File: src/rtl/gf256_pkg.sv
// rtl/gf256_pkg.sv - shared GF(2^8) constants, FSM states and latency helper
package gf256_pkg;

    localparam logic [8:0] GF_POLY = 9'h11D;
    localparam logic [7:0] GF_ONE  = 8'h01;

    typedef enum logic [1:0] {
        IDLE = 2'd0,
        SQR  = 2'd1,
        MUL  = 2'd2,
        DONE = 2'd3
    } pow_state_t;

    // One squaring and one (possibly trivial) multiply per exponent bit.
    function automatic int pow_lat(input int exp_w);
        return 2 * exp_w;
    endfunction

endpackage

File: src/rtl/gf256_mul.sv
// rtl/gf256_mul.sv - combinational GF(2^8) multiplier, reduction polynomial 0x11D
module gf256_mul
    import gf256_pkg::*;
(
    input  logic [7:0] a,
    input  logic [7:0] b,
    output logic [7:0] p
);

    logic [7:0] acc;
    logic [7:0] sh;

    // Shift-and-add with reduction folded into each doubling of a.
    always_comb begin
        acc = 8'h00;
        sh  = a;
        for (int k = 0; k < 8; k++) begin
            if (b[k]) begin
                acc = acc ^ sh;
            end
            sh = {sh[6:0], 1'b0} ^ (sh[7] ? GF_POLY[7:0] : 8'h00);
        end
    end

    assign p = acc;

endmodule

File: src/rtl/gf256_pow_seq.sv
// rtl/gf256_pow_seq.sv - sequenced GF(2^8) exponentiation A^E by square-and-multiply
module gf256_pow_seq
    import gf256_pkg::*;
#(
    parameter int EXP_W = 8
) (
    input  logic             clk,
    input  logic             reset,
    input  logic             in_valid,
    output logic             in_ready,
    input  logic [7:0]       in_a,
    input  logic [EXP_W-1:0] in_e,
    output logic             out_valid,
    input  logic             out_ready,
    output logic [7:0]       out_x,
    output logic             busy
);

    localparam int IDX_W = (EXP_W > 1) ? $clog2(EXP_W) : 1;
    localparam logic [IDX_W-1:0] IDX_MAX = IDX_W'(EXP_W - 1);

    pow_state_t       state;
    logic [7:0]       a_q;
    logic [EXP_W-1:0] e_q;
    logic [7:0]       r;
    logic [IDX_W-1:0] idx;
    logic [7:0]       op_b;
    logic [7:0]       prod;

    // MUL always multiplies (by A or by one) so latency never depends on E.
    always_comb begin
        op_b = r;
        if (state == MUL) begin
            op_b = e_q[idx] ? a_q : GF_ONE;
        end
    end

    gf256_mul u_mul (
        .a (r),
        .b (op_b),
        .p (prod)
    );

    always_ff @(posedge clk) begin
        if (reset) begin
            state     <= IDLE;
            a_q       <= 8'h00;
            e_q       <= '0;
            r         <= GF_ONE;
            idx       <= IDX_MAX;
            in_ready  <= 1'b1;
            out_valid <= 1'b0;
            out_x     <= GF_ONE;
            busy      <= 1'b0;
        end else begin
            case (state)
                IDLE: begin
                    if (in_valid && in_ready) begin
                        a_q      <= in_a;
                        e_q      <= in_e;
                        r        <= GF_ONE;
                        idx      <= IDX_MAX;
                        in_ready <= 1'b0;
                        busy     <= 1'b1;
                        state    <= SQR;
                    end
                end
                SQR: begin
                    r     <= prod;
                    state <= MUL;
                end
                MUL: begin
                    r <= prod;
                    if (idx == '0) begin
                        out_x     <= prod;
                        out_valid <= 1'b1;
                        state     <= DONE;
                    end else begin
                        idx   <= idx - 1'b1;
                        state <= SQR;
                    end
                end
                DONE: begin
                    if (out_ready) begin
                        out_valid <= 1'b0;
                        in_ready  <= 1'b1;
                        busy      <= 1'b0;
                        state     <= IDLE;
                    end
                end
                default: begin
                    state <= IDLE;
                end
            endcase
        end
    end

endmodule
File: config.mk
export PLATFORM = sky130hd
export DESIGN_NAME = gf256_pow_seq
export DESIGN_NICKNAME = d
export VERILOG_FILES = /design/src/rtl/gf256_pkg.sv /design/src/rtl/gf256_mul.sv /design/src/rtl/gf256_pow_seq.sv
export SDC_FILE = /design/constraint.sdc
export NUM_CORES = 1
export LEC_CHECK = 0
export ABC_AREA = 1
export CAP_MARGIN = 40
export CORE_AREA = 2 2 77 79
export DETAILED_ROUTE_END_ITERATION = 16
export DIE_AREA = 0 0 79 81
export HOLD_SLACK_MARGIN = 0.05
export PLACE_DENSITY = 0.81
export SLEW_MARGIN = 20
export SYNTH_ARGS = -nofsm -noshare
export SYNTH_HDL_FRONTEND = slang
export SYNTH_SLANG_ARGS = --single-unit
export TNS_END_PERCENT = 10
File: constraint.sdc
create_clock -name clk -period 2.9 [get_ports clk]
set_input_delay 0.58 -clock clk [delete_from_list [all_inputs] [get_ports clk]]
set_output_delay 0.58 -clock clk [all_outputs]
set_load 0.02 [all_outputs]
==> impl_metrics.json <==
{
  "relSlewSlack_pct": 58.6,
  "p_switching_uw": 729,
  "place.gp.congestion": 0.897,
  "slew_viol_final": 0,
  "area_growth_pct": 16.2,
  "rrSetupSlack_ns": 0.33,
  "max-vdd-ir-drop_uv": 486,
  "fin_nets": 583,
  "synth_area_per_cell_um2": 6.01,
  "critical_path_class": "register to register",
  "ys_seq_area_share_pct": 25.4,
  "comb_power_share_pct": 39.0,
  "switching_share_pct": 40.1,
  "regToRegStartpoint": "state[0]",
  "num_vias": 3250,
  "grt-ovfl-total": 0,
  "grt_max_degree": 26,
  "cp.required_ns": 3.08,
  "max-cap-violations": 0,
  "numClockSinks": 40,
  "syn_inst": 524,
  "synth-seq-cells": 40,
  "seq_area_um2": 801,
  "seq_power_share_pct": 39.8,
  "setup_viol": 0,
  "wl_per_cell_um": 12.2,
  "rsz0062_at_grt": "false",
  "r2r_cells": 17,
  "path_clk_slew_ns": 0.08,
  "postRouteAntennaNets": 0,
  "clock-root-buffer": "clkbuf_8",
  "cts_buffers": 5,
  "hold_path_end": "e_q[4]",
  "clock_latency_ns": 0.29,
  "multiInputGateArea_um2": 2020,
  "finalCritPeriodShare_pct": 88.7,
  "die_x_um": 79,
  "status": "complete, no violations",
  "intPower_uw": 1090,
  "clock_path_buffers": 2,
  "final_util_pct": 64.4,
  "worstMarginPinSlew_ns": 0.621,
  "power_density_nw_per_um2": 497,
  "pre_cts_ws_ns": 0.366,
  "hold_buffers": 0,
  "synthesis.area_um2": 3150,
  "die_h_um": 81,
  "finalHoldViolCount": 0,
  "routed_wl_um": 7710,
  "port-buffer-count": 30,
  "min_path_type": "register to register",
  "clkPwrFrac_pct": 21.2,
  "yosysWarnings": 0,
  "diodes": 0,
  "layout-drive-gt1-share_pct": 5.55,
  "antenna_found_initial": 0,
  "r2r-end": "out_x[5]",
  "synth_nets": 549,
  "fin_ws_ns": 0.327,
  "whs_path_depth": 2,
  "power_leakage_uw": 0.00172,
  "drc": 0,
  "hold_start": "e_q[4]",
  "grt_pass1_wl_um": 13000,
  "cp-end-kind": "register",
  "period_needed_ns": 2.57,
  "critPathLaunch": "state[0]",
  "firstDrtPassIters": 4,
  "drtIter0Drc": 235,
  "grtUsageTotal_pct": 25.2,
  "rows": 28,
  "crit_fanout": 10,
  "dpl.hpwl_um": 6050,
  "synth.distinct_cells": 29,
  "htreeDepth": 2,
  "routed_via_density": 5.13,
  "core_area_um2": 5680,
  "tns_ns": 0,
  "worstSetupStartpointType": "register",
  "die_area_um2": 6400,
  "max_freq_mhz": 389,
  "critPathArrivalTime_ns": 2.76,
  "initial_utilization_pct": 55.5,
  "grt_pass1_vias": 3007,
  "p_total_uw": 1820,
  "fillCellCount": 546,
  "ios": 31,
  "finClkSkew_ns": 0.00591,
  "cts_tree": "built"
}
-- per-layer routing --
metal | vias to the layer above | global-route usage, % | part of all wire [%]
met3 | 15 | 3.78 | 4.0
met1 | 1467 | 29.2 | 43
li1 | 1686 | - | -
met4 | 0 | 6.72 | 1.5
met5 | - | 0 | 0
met2 | 82 | 48.3 | 51
-- sequential cells by signal, summed over array words and instances, names as in the netlist --
| signal | cells |
|---|---|
| busy | 1 |
| r | 8 |
| in_ready | 1 |
| out_valid | 1 |
| a_q | 8 |
| out_x | 8 |
| idx | 3 |
| state | 2 |
| e_q | 8 |
-- through the flow --
step	cell area, um^2	hold slack, ns	cells
6_report	3660	0.460	634
5_1_grt	3660	0.491	634
4_1_cts	3650	0.462	634
3_5_place_dp	3560	0.451	626
3_3_place_gp	3560	0.445	626
2_1_floorplan	3150	0.429	524
-- Yosys cell counts, drive strengths merged --
cell type  number  area share, %
buf             4           0.64
xnor2          21            5.8
nor2           47            5.6
a211oi          1           0.24
o211ai          2           0.48
nand4           2           0.40
inv            73            8.7
o21a            1           0.24
clkbuf          8           0.95
xor2           28            9.3
dfxtp          40             25
nand2         185             23
a31oi           1           0.20
clkinv          2           0.24
nand3b          5            1.2
a311oi          1           0.28
nand3          34            5.4
ha              5            2.0
a21oi          31            5.0
o21ai          31            4.9
nor3            2           0.32
-- how the worst max path moves through the flow --
| stage | to | slack (ns) |
|---|---|---|
| floorplan | out_x[3] | 0.73 |
| global placement | out_x[5] | 0.44 |
| detailed placement | out_x[5] | 0.37 |
| CTS | out_x[5] | 0.33 |
| global route | out_x[5] | 0.01 |
| finish | out_x[5] | 0.33 |
-- worst max-delay path, cell delays in order, from the launching register on --
cell	delay (ns)
dfxtp_1	0.33
inv_1	0.09
ha_1	0.38
clkinvlp_4	0.31
nor2_1	0.16
nand3_1	0.18
nand3_1	0.18
nand3_1	0.11
nand2_1	0.07
nand2_1	0.05
nand2_1	0.07
inv_1	0.04
nand2_1	0.07
nand2_1	0.05
nand2_1	0.05
nand2_1	0.11
o21ai_0	0.17
inv_1	0.05
-- cell families after synthesis --
logic type | share of synthesized area [%]
and+or+nand+nor | 35.5
buffers and inverters | 10.5
AOI/OAI and AO/OA | 11.4
xor gates and xnor gates | 15.2
DFF | 25.4
adders and majority gates | 1.99
-- layout by cell type, fill, tap and decap left out, drive strengths merged --
cell type      count
dfxtp             40
nor3               2
o211ai             2
buf                9
a31oi              1
o21ai             31
clkdlybuf4s50     30
inv               73
a211oi             1
o21a               1
nand2            185
a21oi             31
ha                 5
nand3             34
nand3b             5
nor2              47
xnor2             21
nand4              2
clkbuf             7
clkinv             1
clkinvlp           2
xor2              28
a311oi             1
-- timing repair --
action,CTS,global route
resized for setup,0,1
setup endpoints to repair,0,1
buffers inserted,0,0
-- cell type report --
class / instances / area share (%)
clock buffer: 7 / 2.36
clock inverter: 1 / 0.205
inverter: 75 / 7.80
multi-input combinational: 397 / 55.1
sequential: 40 / 21.9
tap: 75 / 2.57
timing repair buffer: 39 / 10.1
-- power groups by stage --
stage	Clock [uW]	Sequential, uW	Combinational, uW
after CTS	394	723	699
after floorplan	0	735	481
after detailed placement	0	735	691
after global placement	0	728	673
after global routing	415	737	800
final	385	724	708
(Power assumes the default switching activity.)
